<file path="src/rtl/riscv_mem_pkg.sv">
// riscv_mem_pkg: funct3 codes, LSU FSM state encoding and default memory size.
package riscv_mem_pkg;
    localparam int MEM_BYTES_DEF = 256;
    localparam logic [2:0] F3_B  = 3'b000;
    localparam logic [2:0] F3_H  = 3'b001;
    localparam logic [2:0] F3_W  = 3'b010;
    localparam logic [2:0] F3_D  = 3'b011;
    localparam logic [2:0] F3_BU = 3'b100;
    localparam logic [2:0] F3_HU = 3'b101;
    localparam logic [2:0] F3_WU = 3'b110;
    typedef enum logic [2:0] {S_IDLE, S_RD, S_WR, S_RMW_RD, S_RMW_WR, S_RESP} state_t;
endpackage

</file>
<file path="src/rtl/lsu_mem_initiator_if.sv">
// lsu_mem_initiator_if: pipeline request/response and 64-bit data-memory port.
interface lsu_mem_initiator_if;
    logic        req_valid;
    logic        req_ready;
    logic        req_write;
    logic [2:0]  req_funct3;
    logic [63:0] req_addr;
    logic [63:0] req_wdata;
    logic        resp_valid;
    logic [63:0] resp_rdata;
    logic        resp_fault;
    logic [63:0] Mem_Addr;
    logic [63:0] Write_Data;
    logic        MemRead;
    logic        MemWrite;
    logic [63:0] Read_Data;
    modport master (
        output req_valid, req_write, req_funct3, req_addr, req_wdata, Read_Data,
        input  req_ready, resp_valid, resp_rdata, resp_fault, Mem_Addr, Write_Data, MemRead, MemWrite
    );
    modport slave (
        input  req_valid, req_write, req_funct3, req_addr, req_wdata, Read_Data,
        output req_ready, resp_valid, resp_rdata, resp_fault, Mem_Addr, Write_Data, MemRead, MemWrite
    );
endinterface

</file>
<file path="src/rtl/lsu_data_align.sv">
// lsu_data_align: load extract/extend and sub-doubleword store merge.
module lsu_data_align
    import riscv_mem_pkg::*;
(
    input  logic [63:0] data,
    input  logic [63:0] old,
    input  logic [63:0] wdata,
    input  logic [2:0]  funct3,
    output logic [63:0] rdata,
    output logic [63:0] merged
);
    always_comb begin
        rdata = '0;
        case (funct3)
            F3_B:  rdata = {{56{data[7]}}, data[7:0]};
            F3_H:  rdata = {{48{data[15]}}, data[15:0]};
            F3_W:  rdata = {{32{data[31]}}, data[31:0]};
            F3_D:  rdata = data;
            F3_BU: rdata = {56'd0, data[7:0]};
            F3_HU: rdata = {48'd0, data[15:0]};
            F3_WU: rdata = {32'd0, data[31:0]};
            default: rdata = '0;
        endcase
        merged = funct3[1:0] == 2'b00 ? {old[63:8], wdata[7:0]} :
                 funct3[1:0] == 2'b01 ? {old[63:16], wdata[15:0]} :
                 funct3[1:0] == 2'b10 ? {old[63:32], wdata[31:0]} : wdata;
    end
endmodule

</file>
<file path="src/rtl/lsu_mem_initiator.sv">
// lsu_mem_initiator: sequences loads, stores (RMW for sub-doubleword) and range/code faults
// onto a 64-bit byte-addressed data memory port.
module lsu_mem_initiator
    import riscv_mem_pkg::*;
#(
    parameter int MEM_BYTES = MEM_BYTES_DEF
) (
    input logic clk,
    input logic rst_n,
    lsu_mem_initiator_if.slave bus
);
    // Comparing against MEM_BYTES-7 avoids the wrap that addr+7 would suffer near 2^64.
    localparam logic [63:0] LIMIT = 64'(MEM_BYTES - 7);
    state_t state, next;
    logic [2:0]  f3_q;
    logic [63:0] addr_q, wdata_q, rdata_q, load_data, merged;
    logic accept, fault, rd, wr;
    assign accept = bus.req_valid && state == S_IDLE;
    assign fault  = bus.req_funct3 == 3'b111 || (bus.req_write && bus.req_funct3[2]) || bus.req_addr >= LIMIT;
    assign rd = state == S_RD || state == S_RMW_RD;
    assign wr = state == S_WR || state == S_RMW_WR;
    assign bus.req_ready  = state == S_IDLE;
    assign bus.resp_valid = state == S_RESP;
    assign bus.MemRead    = rd;
    assign bus.MemWrite   = wr;
    assign bus.Mem_Addr   = rd || wr ? addr_q : '0;
    assign bus.Write_Data = state == S_WR ? wdata_q : state == S_RMW_WR ? merged : '0;
    always_comb begin
        next = state;
        case (state)
            S_IDLE:   if (accept) next = fault ? S_RESP : !bus.req_write ? S_RD :
                                         bus.req_funct3 == F3_D ? S_WR : S_RMW_RD;
            S_RD:     next = S_RESP;
            S_WR:     next = S_RESP;
            S_RMW_RD: next = S_RMW_WR;
            S_RMW_WR: next = S_RESP;
            default:  next = S_IDLE;
        endcase
    end
    always_ff @(posedge clk or negedge rst_n) begin
        if (!rst_n) begin
            state          <= S_IDLE;
            f3_q           <= '0;
            addr_q         <= '0;
            wdata_q        <= '0;
            rdata_q        <= '0;
            bus.resp_rdata <= '0;
            bus.resp_fault <= 1'b0;
        end else begin
            state <= next;
            if (accept) begin
                f3_q           <= bus.req_funct3;
                addr_q         <= bus.req_addr;
                wdata_q        <= bus.req_wdata;
                bus.resp_fault <= fault;
            end else if (state == S_RESP) begin
                bus.resp_fault <= 1'b0;
            end
            if (rd) rdata_q <= bus.Read_Data;
            bus.resp_rdata <= state == S_RD ? load_data : '0;
        end
    end
    lsu_data_align u_align (
        .data   (bus.Read_Data),
        .old    (rdata_q),
        .wdata  (wdata_q),
        .funct3 (f3_q),
        .rdata  (load_data),
        .merged (merged)
    );
endmodule

</file>
<file path="src/flat_wrapper.sv">
// flat-port wrapper written by rule: the top's interface ports become plain ports
module lsu_mem_initiator_flat import riscv_mem_pkg::*;
#(
    parameter int MEM_BYTES = MEM_BYTES_DEF
)
  (clk, rst_n, bus_req_valid, bus_req_write, bus_req_funct3, bus_req_addr, bus_req_wdata, bus_Read_Data, bus_req_ready, bus_resp_valid, bus_resp_rdata, bus_resp_fault, bus_Mem_Addr, bus_Write_Data, bus_MemRead, bus_MemWrite);
  lsu_mem_initiator_if bus_i ();
  input logic clk;
  input logic rst_n;
  input wire logic [$bits(bus_i.req_valid)-1:0] bus_req_valid;
  input wire logic [$bits(bus_i.req_write)-1:0] bus_req_write;
  input wire logic [$bits(bus_i.req_funct3)-1:0] bus_req_funct3;
  input wire logic [$bits(bus_i.req_addr)-1:0] bus_req_addr;
  input wire logic [$bits(bus_i.req_wdata)-1:0] bus_req_wdata;
  input wire logic [$bits(bus_i.Read_Data)-1:0] bus_Read_Data;
  output wire logic [$bits(bus_i.req_ready)-1:0] bus_req_ready;
  output wire logic [$bits(bus_i.resp_valid)-1:0] bus_resp_valid;
  output wire logic [$bits(bus_i.resp_rdata)-1:0] bus_resp_rdata;
  output wire logic [$bits(bus_i.resp_fault)-1:0] bus_resp_fault;
  output wire logic [$bits(bus_i.Mem_Addr)-1:0] bus_Mem_Addr;
  output wire logic [$bits(bus_i.Write_Data)-1:0] bus_Write_Data;
  output wire logic [$bits(bus_i.MemRead)-1:0] bus_MemRead;
  output wire logic [$bits(bus_i.MemWrite)-1:0] bus_MemWrite;
  assign bus_i.req_valid = bus_req_valid;
  assign bus_i.req_write = bus_req_write;
  assign bus_i.req_funct3 = bus_req_funct3;
  assign bus_i.req_addr = bus_req_addr;
  assign bus_i.req_wdata = bus_req_wdata;
  assign bus_i.Read_Data = bus_Read_Data;
  assign bus_req_ready = bus_i.req_ready;
  assign bus_resp_valid = bus_i.resp_valid;
  assign bus_resp_rdata = bus_i.resp_rdata;
  assign bus_resp_fault = bus_i.resp_fault;
  assign bus_Mem_Addr = bus_i.Mem_Addr;
  assign bus_Write_Data = bus_i.Write_Data;
  assign bus_MemRead = bus_i.MemRead;
  assign bus_MemWrite = bus_i.MemWrite;
  lsu_mem_initiator #(.MEM_BYTES(MEM_BYTES)) u_core (.clk(clk), .rst_n(rst_n), .bus(bus_i));
endmodule
</file>
<file path="config.mk">
export PLATFORM = sky130hd
export DESIGN_NAME = lsu_mem_initiator_flat
export DESIGN_NICKNAME = d
export VERILOG_FILES = /design/src/rtl/riscv_mem_pkg.sv /design/src/rtl/lsu_mem_initiator_if.sv /design/src/rtl/lsu_data_align.sv /design/src/rtl/lsu_mem_initiator.sv /design/src/flat_wrapper.sv
export SDC_FILE = /design/constraint.sdc
export NUM_CORES = 1
export LEC_CHECK = 0
export ABC_CLOCK_PERIOD_IN_PS = 4800
export CORE_MARGIN = 8
export CORE_UTILIZATION = 51
export CTS_CLUSTER_SIZE = 8
export DETAILED_ROUTE_END_ITERATION = 10
export PLACE_DENSITY_LB_ADDON = 0.2
export SYNTH_ARGS = -nofsm -noshare
export SYNTH_HDL_FRONTEND = slang
export SYNTH_HIERARCHICAL = 1
export SYNTH_SLANG_ARGS = --single-unit
</file>
<file path="constraint.sdc">
create_clock -name clk -period 4.8 [get_ports clk]
set_input_delay 0.96 -clock clk [delete_from_list [all_inputs] [get_ports clk]]
set_output_delay 0.96 -clock clk [all_outputs]
set_load 0.01 [all_outputs]
</file>
Yosys cells after proc, flatten, opt, wreduce, memory -nomap -nowiden
Cells that the tools add are included. W data, S select, Z words.

$lt $le $gt $ge: 1. Equality and inequality tests: 16. Reductions and logical operators: 12. Muxes and demuxes: 15.

Operator list (count): $mux W64 (7); $pmux W64 S7 (1); $ge A64 B8 Y1 const B (1); $eq A3 B3 Y1 const B (6); $eq A3 B2 Y1 const B (5); $mux W3 (3); $pmux W3 S3 (1); $eq A3 B1 Y1 const B (2); $logic_not A3 Y1 (2); $logic_or A1 B1 Y1 (5); $mux W1 (3); $reduce_or A3 Y1 (1); $eq A2 B1 Y1 const B (1); $eq A2 B2 Y1 const B (1); $logic_and A1 B1 Y1 (2); $logic_not A2 Y1 (1); $ne A2 B1 Y1 const B (1); $reduce_bool A2 Y1 (1).

Output and inout bits: 197. Word-level logic and storage cells: 51. Register bits: 263.

Longest topological paths before layout
Gate-level depths: netlist of the first run.

Word-level depth: 6. Mapped depth: 8. Depth with buffers taken out: 5.

By module
The synthesis of the first run kept the hierarchy.

By module, submodules not included: lsu_mem_initiator (area each 10767.8 um^2, cells each 1026, sequential area each 6581.3 um^2, instances 1); lsu_data_align (area each 2004.4 um^2, cells each 229, sequential area each 0.0 um^2, instances 1).

Worst setup path after synthesis of the first run
No wires, ideal clock.

Kind: register -> output. From: register u_core.state[2]. To: output bus_Mem_Addr[14]. Setup slack: 2400 ps. Cell stages (with the launch flop): 7. Arrival: 1440 ps. Required time: 3840 ps. Cells stage by stage: dfrtp_1 > or3_4 > inv_2 > nor2_1 > buf_2 > clkbuf_1 > and2_1.

Cells in the longest elaborated chain, start to end: 4. Elaborated cells between the ends (all ways): 8. Those cells by class: 4 x eq/ne; 1 x mux; 3 x reduce/logical.

Ends and longest elaborated chain: from (decl) (line lsu_mem_initiator.sv:14) `state_t state, next;`; from (signal assigned) (line lsu_mem_initiator.sv:50) `state <= next;`; $eq A3 B1 Y1 (tied with other cells) (line lsu_mem_initiator.sv:20) `assign rd = state == S_RD || state == S_RMW_RD;`; $logic_or A1 B1 Y1, on equally long branches (line lsu_mem_initiator.sv:20, lsu_mem_initiator.sv:21); $logic_or A1 B1 Y1 * (line lsu_mem_initiator.sv:26) `assign bus.Mem_Addr = rd || wr ? addr_q : '0;`; $mux W64 * (line lsu_mem_initiator.sv:26); to (decl) (line flat_wrapper.sv:20) `output wire logic [$bits(bus_i.Mem_Addr)-1:0] bus_Mem_Addr;`.

Every way passes the cells marked *; elsewhere a longest branch is shown, timed or not.

Worst setup path in the final report of the first run
From: register u_core.f3_q[1]. To: output bus_Write_Data[33].

Cells in the longest elaborated chain, start to end: 6. Elaborated cells between the ends (all ways): 8. Those cells by class: 2 x eq/ne; 5 x mux; 1 x reduce/logical.

Ends and longest elaborated chain: from (decl) (line lsu_mem_initiator.sv:15) `logic [2:0] f3_q;`; from (signal assigned) (line lsu_mem_initiator.sv:52) `f3_q <= bus.req_funct3;`; $eq A2 B2 Y1 (line lsu_data_align.sv:26) `funct3[1:0] == 2'b10 ? {old[63:32], wdata[31:0]} : wdata;`; $mux W64 (line lsu_data_align.sv:26); $mux W64 (line lsu_data_align.sv:25) `funct3[1:0] == 2'b01 ? {old[63:16], wdata[15:0]} :`; $mux W64 * (line lsu_data_align.sv:24) `merged = funct3[1:0] == 2'b00 ? {old[63:8], wdata[7:0]} :`; net u_core.merged[33] (line lsu_mem_initiator.sv:16) `logic [63:0] addr_q, wdata_q, rdata_q, load_data, merged;`; $mux W64 * (2 in series) (line lsu_mem_initiator.sv:27) `assign bus.Write_Data = state == S_WR ? wdata_q : state == S_RMW_WR ? merged : '0;`; to (decl) (line flat_wrapper.sv:21) `output wire logic [$bits(bus_i.Write_Data)-1:0] bus_Write_Data;`.

Mark *: on every way through the listed nets, which the timed path passes. The rest lies on a longest branch.

==> results.txt, run 1 <==
The run finished with clean final reports. The wire length of the first global-routing pass is 61400 µm. Along the worst path, the maximum fanout reaches 32. For this run, the detailed router's first-pass iteration total came to 6.

Summed over all cells, the static leakage comes to 7.90 nW. The global router's overall resource usage was 0.267; the y dimension of the die was 172 µm. In the routed design, unresolved DRC markers number 0. The tools report the number of cells in the finished layout apart from fillers as 1914. The root buffer cell was sky130_fd_sc_hd__clkbuf_16.

The floorplan step set the die width to 172 µm. The final critical-path setup slack is 0.751 ns. The worst setup path is launched from a register. The library cell contributing the largest single delay on the critical path was sky130_fd_sc_hd__dfrtp_4. Count of input and output buffers: 395.

Traced cell by cell, the critical path runs through nand2_2 -> mux2_1 -> a22o_1 -> clkdlybuf4s50_1. The tools report the reg-to-reg critical path endpoint as u_core/bus.resp_rdata[36]. The data required time at the worst endpoint is 3.84 ns, and the number of warnings printed during yosys synthesis is 6. The logs give 3.09 ns for the worst path arrival time and 0.205 for the power share of the clock group.

Counting every instance in the synthesized netlist gives 1239. The setup check on the worst reg-to-reg path leaves a slack of 1.96 ns. After synthesis the cells add up to 12500 µm². The portion of total power attributed to sequential cells came out at 0.331. A synthesized cell averages 10.1 µm². The total via count in the routed design was 10394. The critical path is of the reg2out type. The logs give 1870 for the cell count after placement and 11.3 mW for the overall power of the completed layout. The fraction of power consumed by combinational cells was 0.464; the initial antenna violation count was 1.

In this run the number of H-tree levels came out at 2. Setup repair after global routing left no endpoint under its margin. The measured slew at the worst slew-check pin was 1.21 ns. No sink is reached through more buffers than the 3 on the longest clock path.

The later pin in the worst-skew pair is clocked with a latency of 0.51 ns. The detailed placement HPWL was 28000 µm. The share of final-layout standard cells stronger than drive strength 1 was 0.134; the areal power density over the cells was 646 nW/µm².

The headroom to the max-slew limit was 0.192; the final count of negative-setup-slack endpoints was 0. The effective utilization at floorplan is 0.516, and the post-route fraction of the period consumed by the critical path is 0.844. The final count of hold timing violations is 0. After detailed routing, the number of vias per cell comes to 5.43. In the final routed layout, each cell accounts on average for 20.9 µm.

The tools report the accumulated negative setup slack as 0 ns. In this run the remaining antenna-violating nets after routing total 0. After detailed routing, the met3 layer carries 4390 µm of wire. The family with the most delay on the worst path is flip-flops. The tools report the critical path startpoint as u_core/f3_q[1]. Number of max-cap violations: 0. Synthesis produced a netlist with a net count of 1438. The logs give 0.463 ns for the final worst hold slack and 0 for the number of gates resized after cts.

Based on the critical path, the design can be clocked at up to 247 MHz. After detailed routing, the total wire length is 40000 µm. TritonCTS built the clock tree.

The number of buffers added by the clock tree synthesis step is 37. The highest metal layer carrying signal wires in the routed design is met4. The switching share of power was 0.351. Core area: 24200 µm². The tools report the worst reg2reg path startpoint as u_core/f3_q[1]. The internal power of the cells totals 7.30 mW.

The number of DRC markers in iteration 0 is 679, and the maximum cell stage delay along the critical path is 0.75 ns. Leaving out fill and tap cells, the most frequent cells in the layout are sky130_fd_sc_hd__nand2_1, sky130_fd_sc_hd__clkdlybuf4s50_1, sky130_fd_sc_hd__dfrtp_1. The maximum clock skew at final layout was 0.0107 ns.

The largest vdd supply drop is 0.388 mV, and the layout net count is 1784. The number of max-slew violations in the final report is 0. For the final standard cell utilization of the core, the log shows 0.721. At the end of routability-driven placement, the weighted congestion stood at 0.843.

The clock-pin slew on the worst setup and hold paths is 0.05 ns, and the switching power total is 3.95 mW. With fillers left out, the area of the finished cells amounts to 17400 µm². The capturing element of the worst setup path is bus_Write_Data[33]. The remaining global-route overflow was 0; the final critical-path required period was 4.05 ns.

Number of core rows: 57. Summing all placed instances gives a cell area of 16400 µm². After clock tree synthesis, the flow added hold-fix buffers numbering 0. The path length in cells of the critical path came out at 4. The tools report the overall die area as 29700 µm².

The library cell used most frequently in the layout, excluding fill and tap cells, is sky130_fd_sc_hd__nand2_1. The top-level I/O count was 396; the met1 layer wirelength in the final routing was 14600 µm. The worst hold path belongs to the class reg2reg. The tree built by TritonCTS fans out to 255 sinks. The number of buffers and inverters on the critical path works out to 1.

Entering global routing, the biggest net connects 133 pins. Detailed routing placed a total of 19300 µm of wire on met2. The tools report the number of global-route vias before repair as 10900. STA classifies the critical path endpoint as an output port. Prior to clock tree synthesis, the placed netlist has a worst setup slack of 1.25 ns.

Counting cells, the worst reg-to-reg path comes to 4. For the post-CTS setup-driven buffer insertion count, the log shows 0. The area growth from synthesis to layout is 39.6%.
==> worst min-delay path: cells and delay by family, from the launching register on <==
family	cells	cell delay [ns]
AND/OR/NAND/NOR	2	0.10
flip-flops	1	0.33
==> flip-flops by register name, indices dropped and copies added, names as in the netlist <==
register               cells
u_core/rdata_q            56
u_core/bus.resp_fault      1
u_core/bus.resp_rdata     64
u_core/addr_q             64
u_core/wdata_q            64
u_core/f3_q                3
u_core/state               3
==> how the worst min path moves through the flow <==
stage	start	slack, ns	cells past startpoint	end
3_5_place_dp	u_core/addr_q[28]	0.45	2	u_core/addr_q[28]
5_1_grt	u_core/addr_q[33]	0.48	2	u_core/addr_q[33]
4_1_cts	u_core/addr_q[28]	0.47	2	u_core/addr_q[28]
6_report	u_core/addr_q[21]	0.46	2	u_core/addr_q[21]
3_3_place_gp	u_core/addr_q[7]	0.45	2	u_core/addr_q[7]
2_1_floorplan	u_core/addr_q[0]	0.44	2	u_core/addr_q[0]
==> power by group through the flow <==
stage                     sequential [mW]  combinational, mW  clock (mW)
after floorplan                      3.56               3.20           0
after global placement               3.70               5.12           0
after detailed placement             3.73               5.22           0
after CTS                            3.71               5.27        2.35
after global routing                 3.82               5.67        2.46
final                                3.72               5.22        2.31
==> layer usage <==
metal	GRT usage	vias up
met5	0	-
met2	0.446	451
met1	0.305	5066
met3	0.0973	89
met4	0.112	0
li1	-	4788
==> layout make-up <==
cell class,instances,area [µm²]
fill,1754,6750
sequential,255,6380
multi-input combinational,863,5500
timing repair buffer,412,4090
clock buffer,41,983
tap,324,405
inverter,16,60.1
clock inverter,1,8.76
antenna,2,5.00
Power figures use the tool's default switching activity.
==> inputs of run 2 (changes only) <==
- ABC_CLOCK_PERIOD_IN_PS: 4800 -> 3900
- CORE_UTILIZATION: 51 -> 47
- clock period: 4.8 -> 3.9 ns (I/O delays scaled with it)
==> results.txt, run 2 (same netlist as run 1, synthesis figures left out) <==
The first detailed-routing pass took 4 iterations. IR analysis of the VDD net gives a maximum drop of 0.489 mV. The maximum number of pins on one net before global-route repair is 89, and the insertion delay to the later sink of the worst-skew pair is 0.50 ns. The tools report the overall die area as 32000 µm². Counting every sink on the clock net gives 255.

The number of gates resized after cts was 0. The run gives 3 as the number of buffers between clock root and the deepest sink. The worst register-to-register path has a setup slack of 1.65 ns. After layout, the minimum clock period comes to 3.58 ns.

Summed over all cells, the static leakage comes to 7.93 nW. Leaving out fill and tap cells, the most frequent cell in the layout is sky130_fd_sc_hd__nand2_1. The number of clock buffers added by TritonCTS is 37.

Dividing total power by cell area gives a power density of 793 nW/µm². The core region is 26100 µm². Headroom to the max-slew limit: 0.409.

The path class of the tightest hold or removal check is in2async. Setup repair after global routing left no endpoint under its margin. The wire length of the first global-routing pass came out at 61600 µm. Dividing the detail-routed via count by the number of cells gives 5.31. The measured slew at the worst slew-check pin was 0.887 ns. The count of input and output buffers was 395; the number of DRC markers in iteration 0 was 535.

TritonCTS built the clock tree. Relative to the synthesized area, the layout overhead comes to 40.3%. The share of final-layout standard cells stronger than drive strength 1 works out to 0.136. For this block, the routed nets add up to 40700 µm of wire.

Buffers added to address setup during post-CTS repair amount to 0. The run gives 0.247 as the global router's overall resource usage. The run finished with clean final reports. The initial antenna violation count is 3.

In the routed design, unresolved DRC markers number 0. The effective utilization at floorplan came out at 0.479. STA classifies the critical path endpoint as an output port.

The net count of the finished layout is 1789. Once detail routing completed, the nets flagged for antenna violations numbered 0. The worst setup path is of the reg2out kind.

The final route contains 10250 vias. The post-route fraction of the period consumed by the critical path was 0.918. The largest registers in the layout are u_core/addr_q x64, u_core/bus.resp_rdata x64, u_core/wdata_q x64.

The hold-fix buffer count after cts is 0, and the accumulated negative setup slack is 0 ns. Once layout is done, the placed cells without fillers occupy 17500 µm². In this run the critical register-to-register path is captured at u_core/addr_q[18].

The number of global-route vias before repair was 10752; the worst path arrival time was 2.80 ns. The final count of hold timing violations came out at 0. The critical path launch point type was a register. The run gives 0 as the final count of negative-setup-slack endpoints. For the number of max-slew violations in the final report, the log shows 0. In this run the cell area measured after placement is 16500 µm².

The initialized floorplan defines 59 standard-cell rows. The number of inserted filler cells in the final layout was 2074. In this run the count of I/O pins placed on the die edge is 396. Per-cell routed wire length: 21.1 µm.

After clock tree synthesis, the clock-pin slew on the worst setup and hold paths is 0.05 ns. The overall power of the completed layout is 13.9 mW. The floorplan die width was 179 µm; the critical-path maximum fanout was 32.

The H-tree generated during clock tree synthesis spans 2 levels. Across the routed clock network, the largest skew measured is 0.0119 ns. The detailed placement HPWL was 28500 µm.

Derived from the worst setup path, the maximum achievable clock frequency is 279 MHz. The tools report the root buffer cell as sky130_fd_sc_hd__clkbuf_16. Remaining global-route overflow: 0.

Across the run, the number of max-cap violations was 0. The final weighted congestion in routability-driven placement came out at 0.825. Leaving out fill and tap cells, the most frequent cells in the layout are sky130_fd_sc_hd__nand2_1, sky130_fd_sc_hd__clkdlybuf4s50_1, sky130_fd_sc_hd__dfrtp_1. For the worst setup path, the data required time is 3.12 ns.

The cell depth of the worst flop-to-flop path was 6; the y dimension of the die was 179 µm. The worst register-to-register path begins at u_core/state[2].
-- run 2: how the worst max path moves through the flow --
stage | startpoint | cells after the start | slack [ns] | endpoint
2_1_floorplan | u_core/state[2] | 6 | 1.68 | bus_Mem_Addr[14]
3_3_place_gp | u_core/f3_q[1] | 4 | 0.91 | bus_Write_Data[63]
3_5_place_dp | u_core/f3_q[1] | 4 | 0.87 | bus_Write_Data[63]
4_1_cts | u_core/f3_q[1] | 4 | 0.31 | bus_Write_Data[57]
5_1_grt | u_core/f3_q[1] | 4 | 0.24 | bus_Write_Data[57]
6_report | u_core/f3_q[1] | 4 | 0.32 | bus_Write_Data[57]
-- run 2: area by class of cell --
class	instances	area (µm²)	area share
inverter	16	60.1	0.00343
tap	335	419	0.0239
timing repair buffer	417	4160	0.238
sequential	255	6380	0.365
antenna	4	10.0	0.000572
clock buffer	40	980	0.0559
multi-input combinational	863	5490	0.313
clock inverter	1	8.76	0.000500
-- run 2: layer usage --
layer  part of all wire  GRT usage
met1               0.39      0.291
met2               0.49      0.413
met3               0.10     0.0908
met4              0.025     0.0775
met5                  0          0
-- run 2: worst max-delay path, cell delays in order, from the launching register on --
cell                              delay (ns)
sky130_fd_sc_hd__dfrtp_4                0.49
sky130_fd_sc_hd__nand2_2                0.63
sky130_fd_sc_hd__mux2_2                 0.42
sky130_fd_sc_hd__a22o_1                 0.22
sky130_fd_sc_hd__clkdlybuf4s50_1        0.48
-- run 2: through the flow --
stage	hold slack (ns)	worst slack, ns	utilization	cells
after global routing	0.351	0.238	0.672	1930
after detailed placement	0.454	0.871	0.634	1886
after global placement	0.449	0.906	0.634	1886
final	0.292	0.321	0.672	1931
after floorplan	0.437	1.68	-	1239
after CTS	0.326	0.307	0.672	1927
-- run 2: power breakdown --
group | internal [mW] | switching [mW] | total [mW]
Clock | 1.75 | 1.09 | 2.84
Combinational | 3.46 | 3.09 | 6.55
Sequential | 3.81 | 0.697 | 4.51
Total | 9.02 | 4.88 | 13.9
